## config.mk

```make
export PLATFORM = sky130hd
export DESIGN_NAME = score_keeper
export DESIGN_NICKNAME = d
export VERILOG_FILES = /design/src/rtl/score_keeper.sv
export SDC_FILE = /design/constraint.sdc
export NUM_CORES = 1
export LEC_CHECK = 0
export ABC_AREA = 1
export BUFFER_PORTS_ARGS = -buffer_cell sky130_fd_sc_hd__buf_2
export CAP_MARGIN = 20
export CORE_MARGIN = 2
export CORE_UTILIZATION = 30
export DETAILED_ROUTE_END_ITERATION = 10
export SYNTH_ARGS = -nofsm -noshare
export SYNTH_HDL_FRONTEND = slang
export SYNTH_SLANG_ARGS = --single-unit
export TNS_END_PERCENT = 10
```

## constraint.sdc

```tcl
create_clock -name clk -period 6.6 [get_ports clk]
set_input_delay 1.32 -clock clk [delete_from_list [all_inputs] [get_ports clk]]
set_output_delay 1.32 -clock clk [all_outputs]
set_load 0.01 [all_outputs]
```

## src/rtl/score_keeper.sv

```systemverilog
// score_keeper: two-player goal counter with BCD display outputs, lockout and win detection.
// Optional feature: define SCORE_WIN_BY_TWO_EN to require a two-goal lead at or above WIN_SCORE.
// Ports:
//   clk         system clock, rising edge
//   rst_n       asynchronous active-low reset
//   p1_goal     puck-in-goal level credited to player 1
//   p2_goal     puck-in-goal level credited to player 2
//   new_game    synchronous clear/restart request
//   p1_ones     player 1 units digit (BCD)
//   p1_tens     player 1 tens digit
//   p2_ones     player 2 units digit (BCD)
//   p2_tens     player 2 tens digit
//   score_event one-cycle pulse when a new score appears
//   game_over   high while the game is finished
//   winner      00 none, 01 player 1, 10 player 2
module score_keeper #(
    parameter int WIN_SCORE      = 7,
    parameter int LOCKOUT_CYCLES = 16
) (
    input  logic       clk,
    input  logic       rst_n,
    input  logic       p1_goal,
    input  logic       p2_goal,
    input  logic       new_game,
    output logic [3:0] p1_ones,
    output logic [2:0] p1_tens,
    output logic [3:0] p2_ones,
    output logic [2:0] p2_tens,
    output logic       score_event,
    output logic       game_over,
    output logic [1:0] winner
);
    typedef enum logic [1:0] {PLAY, LOCKOUT, OVER} state_t;

    localparam logic [6:0]  WIN       = 7'(WIN_SCORE);
    localparam logic [15:0] LOCK_LAST = 16'(LOCKOUT_CYCLES - 1);

    state_t      state, state_nx;
    logic [15:0] cnt, cnt_nx;
    logic        p1_q, p1_h, p2_q, p2_h;
    logic        p1_edge, p2_edge;
    logic [6:0]  p1_cur, p2_cur, p1_inc, p2_inc, p1_nx, p2_nx;
    logic        p1_wins, p2_wins, go_nx, ev_nx;
    logic [1:0]  win_nx;

    // Scores are kept as {tens, ones}; saturates at 79.
    function automatic logic [6:0] bcd_inc(input logic [6:0] s);
        return s == 7'h79 ? s : (s[3:0] == 4'd9 ? {s[6:4] + 3'd1, 4'd0} : {s[6:4], s[3:0] + 4'd1});
    endfunction

    function automatic logic [6:0] to_bin(input logic [6:0] s);
        return {4'b0, s[6:4]} * 7'd10 + {3'b0, s[3:0]};
    endfunction

    function automatic logic wins(input logic [6:0] scorer, input logic [6:0] opp);
`ifdef SCORE_WIN_BY_TWO_EN
        return scorer >= WIN && scorer >= opp + 7'd2;
`else
        return scorer == WIN;
`endif
    endfunction

    assign p1_cur  = {p1_tens, p1_ones};
    assign p2_cur  = {p2_tens, p2_ones};
    assign p1_edge = p1_q & ~p1_h;
    assign p2_edge = p2_q & ~p2_h;
    assign p1_inc  = bcd_inc(p1_cur);
    assign p2_inc  = bcd_inc(p2_cur);
    assign p1_wins = wins(to_bin(p1_inc), to_bin(p2_cur));
    assign p2_wins = wins(to_bin(p2_inc), to_bin(p1_cur));

    always_comb begin
        state_nx = state;
        cnt_nx   = cnt;
        p1_nx    = p1_cur;
        p2_nx    = p2_cur;
        go_nx    = game_over;
        win_nx   = winner;
        ev_nx    = 1'b0;
        if (new_game) begin
            state_nx = PLAY;
            cnt_nx   = '0;
            p1_nx    = '0;
            p2_nx    = '0;
            go_nx    = 1'b0;
            win_nx   = 2'b00;
        end else begin
            case (state)
                PLAY: begin
                    // Simultaneous edges on both inputs are discarded.
                    if (p1_edge ^ p2_edge) begin
                        ev_nx = 1'b1;
                        p1_nx = p1_edge ? p1_inc : p1_cur;
                        p2_nx = p2_edge ? p2_inc : p2_cur;
                        if (p1_edge ? p1_wins : p2_wins) begin
                            state_nx = OVER;
                            go_nx    = 1'b1;
                            win_nx   = p1_edge ? 2'b01 : 2'b10;
                        end else begin
                            state_nx = LOCKOUT;
                            cnt_nx   = LOCK_LAST;
                        end
                    end
                end
                LOCKOUT: begin
                    state_nx = cnt == '0 ? PLAY : LOCKOUT;
                    cnt_nx   = cnt == '0 ? cnt : cnt - 16'd1;
                end
                OVER:    state_nx = OVER;
                default: state_nx = PLAY;
            endcase
        end
    end

    always_ff @(posedge clk or negedge rst_n) begin
        if (!rst_n) begin
            state       <= PLAY;
            cnt         <= '0;
            p1_q        <= 1'b1;
            p1_h        <= 1'b1;
            p2_q        <= 1'b1;
            p2_h        <= 1'b1;
            p1_tens     <= '0;
            p1_ones     <= '0;
            p2_tens     <= '0;
            p2_ones     <= '0;
            score_event <= 1'b0;
            game_over   <= 1'b0;
            winner      <= 2'b00;
        end else begin
            state                <= state_nx;
            cnt                  <= cnt_nx;
            // Edge history runs in every state so a held goal is never re-credited.
            p1_q                 <= p1_goal;
            p1_h                 <= p1_q;
            p2_q                 <= p2_goal;
            p2_h                 <= p2_q;
            {p1_tens, p1_ones}   <= p1_nx;
            {p2_tens, p2_ones}   <= p2_nx;
            score_event          <= ev_nx;
            game_over            <= go_nx;
            winner               <= win_nx;
        end
    end
endmodule
```

After elaboration in Yosys (flattened, before gate mapping) --
Cells that the tools add are included.
Word-level totals: bits in registers 40, input bits 5, output and inout port bits 18, word-level logic and storage cells 85
Cells by class: add/subtract/negate cells 7, $mul 2, equal/unequal tests 11, multiplexer cells 35, bitwise logic cells 5, reduce and logical (&&, ||, !) cells 12
Operators with widths (count):
- 7-bit two-way mux | 12
- 16-bit two-way mux | 4
- 16-bit one-hot mux with 2 select lines | 1
- 16-bit logical NOT | 1
- 2-bit two-way mux | 8
- 16-bit by 1-bit subtractor with 16-bit output, second input constant | 1
- 7-bit by 4-bit adder with 7-bit output | 2
- 7-bit by 3-bit equality test with 1-bit output, second input constant | 2
- 7-bit equality test, second input constant | 2
- 3-bit by 3-bit multiplier with 6-bit output, second input constant | 2
- 2-bit nonzero test | 5
- 1-bit two-way mux | 9
- 3-bit inequality test, second input constant | 3
- 3-bit AND reduction | 3
- 4-bit by 1-bit adder with 4-bit output, second input constant | 2
- 4-bit equality test, second input constant | 2
- 3-bit by 1-bit adder with 3-bit output, second input constant | 2
- 2-bit one-hot mux with 3 select lines | 1
- 4-bit AND reduction | 1
- 3-bit nonzero test | 1
- 1-bit bitwise AND | 2
- 2-bit by 1-bit equality test with 1-bit output, second input constant | 1
- 2-bit equality test, second input constant | 1
- 2-bit logical NOT | 1
- other kinds (2) | 3

Longest topological paths before layout --
Gate-level depths: netlist of run 1.
depth after elaboration 11, gate-level depth with buffers 26, mapped depth without buffers 25

Least setup slack after synthesis of run 1 --
No wires, ideal clock.
path type register to register, start point register p2_ones[1], end point register cnt[13], arrival time 3067 ps, data required time 6484 ps, path slack 3418 ps, cell stages (with the launch flop) 22, path buffers 1, path through dfrtp_1 -> inv_1 -> ha_1 -> nand2_1 -> nor2_1 -> inv_1 -> nor2_1 -> inv_1 -> o21ai_0 -> inv_1 -> ha_1 -> ha_1 -> nand2_1 -> or2_0 -> nand3_1 -> nor2_1 -> nand3_1 -> nand2_4 -> nand3_4 -> buf_2 -> nand3_1 -> nand2_2
On the way: word-level cells in the longest chain between the ends 9, elaborated cells on any way between the ends 11, classes of those cells add/sub: 2; mul: 1; eq/ne: 4; mux: 3; reduce/logical: 1
Ends and longest elaborated chain:
- start, declared | line 27 | output logic [3:0] p2_ones,
- start signal, assigned | line 139 | {p2_tens, p2_ones} <= p2_nx;
- 4-bit equality test | line 48 | return s == 7'h79 ? s : (s[3:0] == 4'd9 ? {s[6:4] + 3'd1, 4'd0} : {s[6:4], s[3:0] + 4'd1});
- 7-bit two-way mux | line 48
- 7-bit two-way mux * | line 48
- 3-bit by 3-bit multiplier with 6-bit output | line 52 | return {4'b0, s[6:4]} * 7'd10 + {3'b0, s[3:0]};
- 7-bit by 4-bit adder with 7-bit output * | line 52
- 7-bit by 3-bit equality test with 1-bit output * | line 59 | return scorer == WIN;
- 1-bit two-way mux * | line 95 | if (p1_edge ? p1_wins : p2_wins) begin
- 3-bit inequality test (no source line) *
- 4-bit AND reduction (no source line) *
- end signal, assigned | line 132 | cnt <= cnt_nx;
- end, declared | line 39 | logic [15:0] cnt, cnt_nx;
Every way passes the cells marked *; elsewhere a longest branch is shown, timed or not. A chain may end at the register's enable or synchronous reset.

Worst setup path in the final report of run 1 --
start point register p2_ones[1], end point register cnt[2]
The elaborated chain is that of the path after synthesis.

==> impl_metrics.env, run 1 <==
export IMPL_cp_start_kind="flip-flop"
export IMPL_ctsHoldBuffers=0
export IMPL_crit_family="simple AND/OR/NAND/NOR gates"
export IMPL_die_h_um=102.7
export IMPL_p_per_area_mw_per_mm2=167.9
export IMPL_final_fill_count=1061
export IMPL_drv_slew=0
export IMPL_core_mm2=0.009639
export IMPL_yosys_warnings=0
export IMPL_clk_pin_slew_ps=80
export IMPL_final_hold_violation_count=0
export IMPL_grt_pass1_vias=2446
export IMPL_portBuffers=22
export IMPL_ys_types=31
export IMPL_initial_core_util=0.3035
export IMPL_yosysMostFrequentCell="nand2_1"
export IMPL_layout_drive_gt1_share=0.1752
export IMPL_synth_nets=427
export IMPL_ys_ff_latch=40
export IMPL_ant_nets=0
export IMPL_placed_area_mm2=0.003166
export IMPL_finalCritPeriodShare=0.5444
export IMPL_critPathKind="reg2reg"
export IMPL_post_cts_buffers=0
export IMPL_worst_path_buf_inv=4
export IMPL_ys_async_sr_fraction=1.000
export IMPL_synth_edf_count=0
export IMPL_drtIter0Drc=108
export IMPL_finalSetupTns_ps=0
export IMPL_place_congestion=0.8441
export IMPL_cp_cell_sequence="inv_1 -> ha_1 -> nand2_1 -> nor2_1 -> inv_1 -> nor2_1 -> inv_1 -> o21ai_0 -> inv_1 -> ha_1 -> ha_1 -> nand2_1 -> or2_0 -> nand3_1 -> nor2_1 -> nand3_1 -> nand2_4 -> nand3_4 -> nand2_4 -> nand2_1 -> nand2_1"
export IMPL_period_minus_slack_ps=3593
export IMPL_synth_top_area_cell="dfrtp_1"
export IMPL_seq_area_mm2=0.001006
export IMPL_multi_input_area_mm2=0.001628
export IMPL_drc=0
export IMPL_drt_wl_total_um=6143
export IMPL_slew_headroom=0.6202
export IMPL_cp_slowest_stage_delay_ps=410
export IMPL_antenna_diode_count=0
export IMPL_gr_total_overflow=0
export IMPL_min_delay_path_class="reg2reg"
export IMPL_synth_top_cells_by_count="82 x nand2_1, 60 x inv_1, 47 x nor2_1"
export IMPL_cts_root_to_sink_buffers=2
export IMPL_post_synth_cell_area_avg_um2=7.295
export IMPL_synth_top_cell_area_share=0.3080
export IMPL_cts_sinks=40
export IMPL_avgRoutedWirePerCell_um=10.95
export IMPL_grt_pass1_wl_um=10960
export IMPL_synthFlopType="dfrtp_1"
export IMPL_area_delta_synth_final_pct=11.68
export IMPL_maxCapViolCount=0
export IMPL_post_route_util=0.3389
export IMPL_fmax_mhz=278.3
export IMPL_viasPerCell=4.515
export IMPL_drt_pass1_iterations=4
export IMPL_rows=36
export IMPL_tightest_slew_ps=565.8
export IMPL_cp_arrival_ps=3820
export IMPL_syn_inst=401
export IMPL_place_worst_setup_slack_ps=3043
export IMPL_fin_ws_ps=3007
export IMPL_grt_antenna_before_repair=0
export IMPL_clk_latency_ps=300
export IMPL_cts_tree="done"
export IMPL_nets=453
export IMPL_status="completed"
export IMPL_grt_max_degree=41
export IMPL_fin_worst_skew_ps=13.09
export IMPL_syn_area_mm2=0.002925
export IMPL_power_leakage_nw=1.738
export IMPL_place_hpwl_um=4573
export IMPL_finalPower_w=0.0005485
export IMPL_cp_required_ps=6830
export IMPL_path_max_fanout=17
export IMPL_die_w_um=102.7
export IMPL_cts_resized=0
export IMPL_htreeDepth=2
export IMPL_cts_buffers=5
export IMPL_fin_area_mm2=0.003267
export IMPL_rsz0062_at_grt="false"
export IMPL_synth_area_leaders="dfrtp_1 31%, nand2_1 11%, ha_1 8.1%"
export IMPL_ys_seq_area_frac=0.3439
export IMPL_io_pins=23
export IMPL_grt_usage=0.1279
export IMPL_cts_root_buf="clkbuf_8"
export IMPL_die_area_mm2=0.01056
export IMPL_dr_total_vias=2533
export IMPL_cp_slowest_cell="dfrtp_1"
export IMPL_ir_worst_vdd_v=0.00007351
export IMPL_finalSetupViolCount=0
export IMPL_cp_end_kind="flip-flop"
[cells by family after synthesis]
family,Yosys count,share of synthesized area
AND/OR/NAND/NOR,216,0.3426
buffers and inverters,72,0.09966
flip-flops,40,0.3439
AO/OA/AOI/OAI,35,0.06801
adder cells (fa/ha/maj),21,0.09495
XOR/XNOR,17,0.05090
[placed cells by master, fill, tap and decap left out, types with 3 or more instances in the layout]
cell type	count
nand2_1	82
inv_1	60
nor2_1	47
nand3_1	43
dfrtp_1	36
nand2_2	24
buf_2	22
ha_1	19
o22ai_1	13
xor2_1	12
o21ai_0	10
a21oi_1	8
inv_2	6
xnor2_1	5
nand4_1	5
clkbuf_8	5
dfstp_2	4
nor2_2	3
nor3_1	3
[flip-flops by register name, indices dropped and copies added (netlist names)]
signal       flops
cnt             16
game_over        1
p1_h             1
p1_ones          4
p1_q             1
p1_tens          3
p2_h             1
p2_ones          4
p2_q             1
p2_tens          3
score_event      1
state            2
winner           2
[report_power, final]
| group | internal [W] | total [W] | leakage, nW | switching, W |
|---|---|---|---|---|
| Combinational | 0.0000384 | 0.000116 | 1.16 | 0.0000771 |
| Clock | 0.0000744 | 0.000164 | 0.0422 | 0.0000900 |
| Sequential | 0.000258 | 0.000269 | 0.535 | 0.0000110 |
[per-stage QoR]
step | cells | hold WS [ps]
6_report | 561 | 365.3
5_1_grt | 561 | 369.4
3_5_place_dp | 552 | 357.1
4_1_cts | 560 | 367.8
2_1_floorplan | 401 | 354.0
3_3_place_gp | 552 | 356.2
[cell type report]
cell class | count | area share
clock buffers | 7 | 0.02336
clock inverters | 1 | 0.001532
inverters | 68 | 0.07813
multi-input cells | 289 | 0.4983
flip-flops and latches | 40 | 0.3079
well taps | 133 | 0.05094
repair buffers | 23 | 0.03983
[path summary, 6_finish.rpt]
check                      slack [ps]              startpoint  cells past startpoint             endpoint
setup / recovery                 3010  p2_ones[1]$_DFFE_PN0P_                     21   cnt[2]$_DFFE_PN0P_
hold / removal                    370          p2_q$_DFF_PN1_                      0       p2_h$_DFF_PN1_
setup reg to reg                 3010  p2_ones[1]$_DFFE_PN0P_                     21   cnt[2]$_DFFE_PN0P_
hold reg to reg                   370          p2_q$_DFF_PN1_                      0       p2_h$_DFF_PN1_
max in group asynchronous        5230                   rst_n                      2       p2_q$_DFF_PN1_
min in group asynchronous         860                   rst_n                      1  cnt[12]$_DFFE_PN0P_
[metal layers]
layer | part of all wire | global-route usage | up-vias
met1 | 0.52 | 0.1786 | 1155
met2 | 0.42 | 0.1996 | 49
li1 | - | - | 1321
met5 | 0 | 0 | -
met3 | 0.043 | 0.02102 | 8
met4 | 0.016 | 0.04757 | 0
(Power assumes the default switching activity.)
==> run 2, diff against run 1 <==
==> constraint.sdc (replaced) <==
create_clock -name clk -period 3.7 [get_ports clk]
set_input_delay 0.74 -clock clk [delete_from_list [all_inputs] [get_ports clk]]
set_output_delay 0.74 -clock clk [all_outputs]
set_load 0.01 [all_outputs]
==> run 2 against run 1 <==
Against the previous run:
- hold slack improved by 4.7 ps
- cell count increased by 0.53%
- cell area rose by 2.8%
- largest power group unchanged
==> impl_metrics.env, run 2 (synthesized netlist as in run 1, its figures left out) <==
export IMPL_dr_total_vias=2514
export IMPL_cp_required_ps=3940
export IMPL_clk_pin_slew_ps=80
export IMPL_top_register="cnt"
export IMPL_maxCapViolCount=0
export IMPL_finalCritPeriodShare=0.9062
export IMPL_switching_share=0.3082
export IMPL_drt_pass1_iterations=4
export IMPL_viasPerCell=4.457
export IMPL_gr_total_overflow=0
export IMPL_cts_buffers=5
export IMPL_finalSetupViolCount=0
export IMPL_top_usage_layer="met2"
export IMPL_grt_antenna_before_repair=0
export IMPL_met1_usage=0.1722
export IMPL_period_minus_slack_ps=3353
export IMPL_drc=0
export IMPL_ctsHoldBuffers=0
export IMPL_htreeDepth=2
export IMPL_status="completed"
export IMPL_portBuffers=22
export IMPL_grt_max_degree=41
export IMPL_tightest_slew_ps=914.6
export IMPL_finalPower_w=0.001053
export IMPL_slew_headroom=0.3903
export IMPL_final_hold_violation_count=0
export IMPL_grt_usage=0.1240
export IMPL_fin_worst_skew_ps=7.155
export IMPL_finalSetupTns_ps=0
export IMPL_reg_top3="cnt: 16 flops, p1_ones: 4 flops, p2_ones: 4 flops"
export IMPL_core_mm2=0.009639
export IMPL_die_h_um=102.7
export IMPL_drtIter0Drc=91
export IMPL_io_pins=23
export IMPL_sequentialPowerShare=0.455
export IMPL_drt_wl_total_um=6273
export IMPL_use_met2=0.1971
export IMPL_nets=456
export IMPL_cts_root_buf="clkbuf_8"
export IMPL_grt_pass1_wl_um=10560
export IMPL_comb_power_share=0.200
export IMPL_rsz0062_at_grt="false"
export IMPL_rows=36
export IMPL_layout_drive_gt1_share=0.1856
export IMPL_cp_end_kind="flip-flop"
export IMPL_die_w_um=102.7
export IMPL_switchingPower_w=0.0003244
export IMPL_die_area_mm2=0.01056
export IMPL_final_common_cell="nand2_1"
export IMPL_cts_root_to_sink_buffers=2
export IMPL_internal_power_w=0.0007281
export IMPL_power_leakage_nw=1.779
export IMPL_mostFrequentLayoutCells="82 x nand2_1, 60 x inv_1, 47 x nor2_1"
export IMPL_clockPowerShare=0.345
export IMPL_antenna_diode_count=0
export IMPL_use_met3=0.02305
export IMPL_place_hpwl_um=4686
export IMPL_cp_start_kind="flip-flop"
export IMPL_place_congestion=0.8411
export IMPL_cts_sinks=40
export IMPL_initial_core_util=0.3035
export IMPL_fmax_mhz=298.2
export IMPL_drv_slew=0
export IMPL_p_per_area_mw_per_mm2=313.5
export IMPL_cts_tree="done"
export IMPL_ant_nets=0
export IMPL_cp_arrival_ps=3590
export IMPL_min_delay_path_class="reg2reg"
export IMPL_ir_worst_vdd_v=0.0001487
export IMPL_path_max_fanout=12
export IMPL_critPathKind="reg2reg"
export IMPL_area_delta_synth_final_pct=14.76
export IMPL_clk_latency_ps=300
export IMPL_grt_pass1_vias=2356
export IMPL_avgRoutedWirePerCell_um=11.12
export IMPL_largest_reg_flops=16
## run 2: repair_timing
action / CTS / global route
setup buffers: 0 / 2
resized for setup: 0 / 5
endpoints found under the setup margin: 0 / 16
## run 2: per-layer routing
layer,vias up,share of wire
li1,1326,-
met4,0,0.017
met2,35,0.43
met3,8,0.031
met5,-,0
met1,1145,0.52
## run 2: cell type report
cell class	instances	area [um2]
clock buffers	6	72.57
clock inverters	2	35.03
fillers	1034	6282
inverters	68	255.2
multi-input cells	290	1664
flip-flops and latches	40	1006
well taps	133	166.4
repair buffers	25	157.7
## run 2: worst paths after layout
path / slack [ps] / start / depth (start not counted) / endpoint
hold / removal: 370 / p2_q$_DFF_PN1_ / 0 / p2_h$_DFF_PN1_
max in group asynchronous: 2560 / rst_n / 1 / p2_ones[2]$_DFFE_PN0P_
hold reg to reg: 370 / p2_q$_DFF_PN1_ / 0 / p2_h$_DFF_PN1_
min in group asynchronous: 550 / rst_n / 1 / cnt[12]$_DFFE_PN0P_
setup / recovery: 350 / p2_ones[1]$_DFFE_PN0P_ / 22 / cnt[4]$_DFFE_PN0P_
setup reg to reg: 350 / p2_ones[1]$_DFFE_PN0P_ / 22 / cnt[4]$_DFFE_PN0P_
## run 2: critical path, stage by stage, from the launching register on
cell and delay (ps):
dfrtp_1 410, inv_1 100, ha_1 170, nand2_1 50, nor2_1 240, inv_1 70, nor2_1 190, inv_1 140
o21ai_2 220, xnor2_1 140, inv_1 60, ha_1 320, or2_1 240, nand2_1 80, nand2_1 50, nand2_1 50
nand3_1 110, nand2_4 130, nand3_4 110, buf_12 190, nand2_8 110, nand2_1 60, nand2_1 50
## run 2: metrics by stage
stage	instance area [um2]	instances	utilization	worst slack, ps	hold WS (ps)
after detailed placement	3173	553	0.3292	237.8	359.3
after global placement	3173	553	0.3292	327.9	356.4
after global routing	3357	564	0.3483	54.81	377.7
after CTS	3281	561	0.3403	205.1	372.9
after floorplan	2925	401	-	517.9	354.0
final	3357	564	0.3483	347.0	369.9
## run 2: power by group through the flow
stage	logic [W]	registers, W	clock network [W]
floorplan	0.000163	0.000485	0
global placement	0.000202	0.000487	0
detailed placement	0.000204	0.000487	0
CTS	0.000206	0.000479	0.000379
global route	0.000240	0.000482	0.000391
finish	0.000211	0.000478	0.000364
==> run 3, diff against run 2 <==
==> constraint.sdc (replaced) <==
create_clock -name clk -period 4.2 [get_ports clk]
set_input_delay 0.84 -clock clk [delete_from_list [all_inputs] [get_ports clk]]
set_output_delay 0.84 -clock clk [all_outputs]
set_load 0.01 [all_outputs]
==> run 3 against run 2 <==
Against the previous run:
- cell area shrank 3.3%
- first-iteration DRC count shrank 19%
- global-route usage grew 0.20 points
- critical path depth shrank 1
- clock power shrank 30%
- power shrank 19%
- worst setup slack gained 280 ps
- critical endpoint is now cnt[3]$_DFFE_PN0P_
- highest routed layer unchanged
==> impl_metrics.env, run 3 (synthesized netlist as in run 1, its figures left out) <==
export IMPL_portBuffers=22
export IMPL_critPathKind="reg2reg"
export IMPL_final_hold_violation_count=0
export IMPL_cp_required_ps=4420
export IMPL_grt_usage=0.1260
export IMPL_io_pins=23
export IMPL_clk_pin_slew_ps=80
export IMPL_grt_pass1_vias=2389
export IMPL_fin_worst_skew_ps=13.86
export IMPL_reg_top3="cnt: 16 flops, p1_ones: 4 flops, p2_ones: 4 flops"
export IMPL_tightest_slew_ps=921.1
export IMPL_cp_start_kind="flip-flop"
export IMPL_nets=452
export IMPL_finalCritPeriodShare=0.8510
export IMPL_dr_total_vias=2495
export IMPL_place_hpwl_um=4581
export IMPL_grt_antenna_before_repair=0
export IMPL_mostFrequentLayoutCells="82 x nand2_1, 60 x inv_1, 47 x nor2_1"
export IMPL_finalSetupTns_ps=0
export IMPL_post_cts_buffers=0
export IMPL_maxCapViolCount=0
export IMPL_die_h_um=102.7
export IMPL_gr_total_overflow=0
export IMPL_ctsHoldBuffers=0
export IMPL_cp_slowest_cell="dfrtp_1"
export IMPL_cts_resized=0
export IMPL_initial_core_util=0.3035
export IMPL_path_max_fanout=17
export IMPL_antenna_diode_count=0
export IMPL_area_delta_synth_final_pct=10.99
export IMPL_clk_latency_ps=290
export IMPL_seq_area_mm2=0.001006
export IMPL_core_mm2=0.009639
export IMPL_status="completed"
export IMPL_viasPerCell=4.455
export IMPL_grt_max_degree=41
export IMPL_avgRoutedWirePerCell_um=10.86
export IMPL_drt_wl_total_um=6079
export IMPL_ir_worst_vdd_v=0.0001165
export IMPL_min_delay_path_class="reg2reg"
export IMPL_die_w_um=102.7
export IMPL_drtIter0Drc=74
export IMPL_drt_pass1_iterations=4
export IMPL_cts_tree="done"
export IMPL_largest_reg_flops=16
export IMPL_slew_headroom=0.3859
export IMPL_grt_pass1_wl_um=10740
export IMPL_finalSetupViolCount=0
export IMPL_layout_drive_gt1_share=0.1733
export IMPL_place_congestion=0.8441
export IMPL_cp_cell_sequence="inv_1 -> ha_1 -> nand2_1 -> nor2_1 -> inv_1 -> nor2_1 -> inv_1 -> o21ai_0 -> inv_1 -> ha_1 -> ha_1 -> nand2_1 -> or2_0 -> nand3_1 -> nor2_1 -> nand3_1 -> nand2_4 -> nand3_4 -> nand2_4 -> nand2_1 -> nand2_1"
export IMPL_top_register="cnt"
export IMPL_die_area_mm2=0.01056
export IMPL_place_worst_setup_slack_ps=626.0
export IMPL_p_per_area_mw_per_mm2=263.7
export IMPL_fin_ws_ps=625.7
export IMPL_htreeDepth=2
export IMPL_cts_buffers=5
export IMPL_cts_root_buf="clkbuf_8"
export IMPL_final_common_cell="nand2_1"
export IMPL_period_minus_slack_ps=3574
export IMPL_cp_arrival_ps=3800
export IMPL_cts_sinks=40
export IMPL_drv_slew=0
export IMPL_rsz0062_at_grt="false"
export IMPL_fmax_mhz=279.8
export IMPL_cp_end_kind="flip-flop"
export IMPL_finalPower_w=0.0008561
export IMPL_cts_root_to_sink_buffers=2
export IMPL_drc=0
export IMPL_cp_slowest_stage_delay_ps=410
export IMPL_multi_input_area_mm2=0.001628
export IMPL_power_leakage_nw=1.729
export IMPL_ant_nets=0
export IMPL_rows=36
export IMPL_final_fill_count=1040
## run 3: per-stage QoR
stage	cell area (um2)	hold slack, ps	utilization	std cells
floorplan	2925	354.0	-	401
global placement	3166	356.2	0.3284	552
detailed placement	3166	357.1	0.3284	552
CTS	3247	366.3	0.3368	560
global route	3247	369.8	0.3368	560
finish	3247	372.7	0.3368	560
## run 3: cell type report
type	instances	share of cell area
Sequential cell	40	0.3098
Multi-Input combinational cell	289	0.5013
Inverter	68	0.07861
Clock buffer	7	0.02351
Tap cell	133	0.05125
Timing Repair Buffer	22	0.03391
Clock inverter	1	0.001541
## run 3: worst paths after layout
| check | start | end | slack (ps) | cells past startpoint |
|---|---|---|---|---|
| min in group asynchronous | rst_n | cnt[12]$_DFFE_PN0P_ | 680 | 1 |
| worst min register to register | p2_q$_DFF_PN1_ | p2_h$_DFF_PN1_ | 370 | 0 |
| worst min-delay path | p2_q$_DFF_PN1_ | p2_h$_DFF_PN1_ | 370 | 0 |
| worst max register to register | p2_ones[1]$_DFFE_PN0P_ | cnt[3]$_DFFE_PN0P_ | 630 | 21 |
| worst max-delay path | p2_ones[1]$_DFFE_PN0P_ | cnt[3]$_DFFE_PN0P_ | 630 | 21 |
| max in group asynchronous | rst_n | winner[1]$_DFFE_PN0P_ | 2940 | 1 |
## run 3: worst max-delay path: cells and delay by family, from the launching register on
family,cells,cell delay (ps)
AND/OR/NAND/NOR,13,1610
adder cells (fa/ha/maj),3,690
buffers and inverters,4,410
flip-flops,1,410
AO/OA/AOI/OAI,1,380
## run 3: power by group
group	internal, W	switching (W)
sequential	0.000405	0.0000169
combinational	0.0000585	0.000122
clock	0.000117	0.000137
total	0.000580	0.000276
## run 3: layer usage
metal / vias up / global-route usage / wire (um)
li1: 1313 / - / -
met1: 1140 / 0.1759 / 3163
met2: 37 / 0.2001 / 2622
met3: 5 / 0.02034 / 211
met4: 0 / 0.04150 / 83
met5: - / 0 / 0
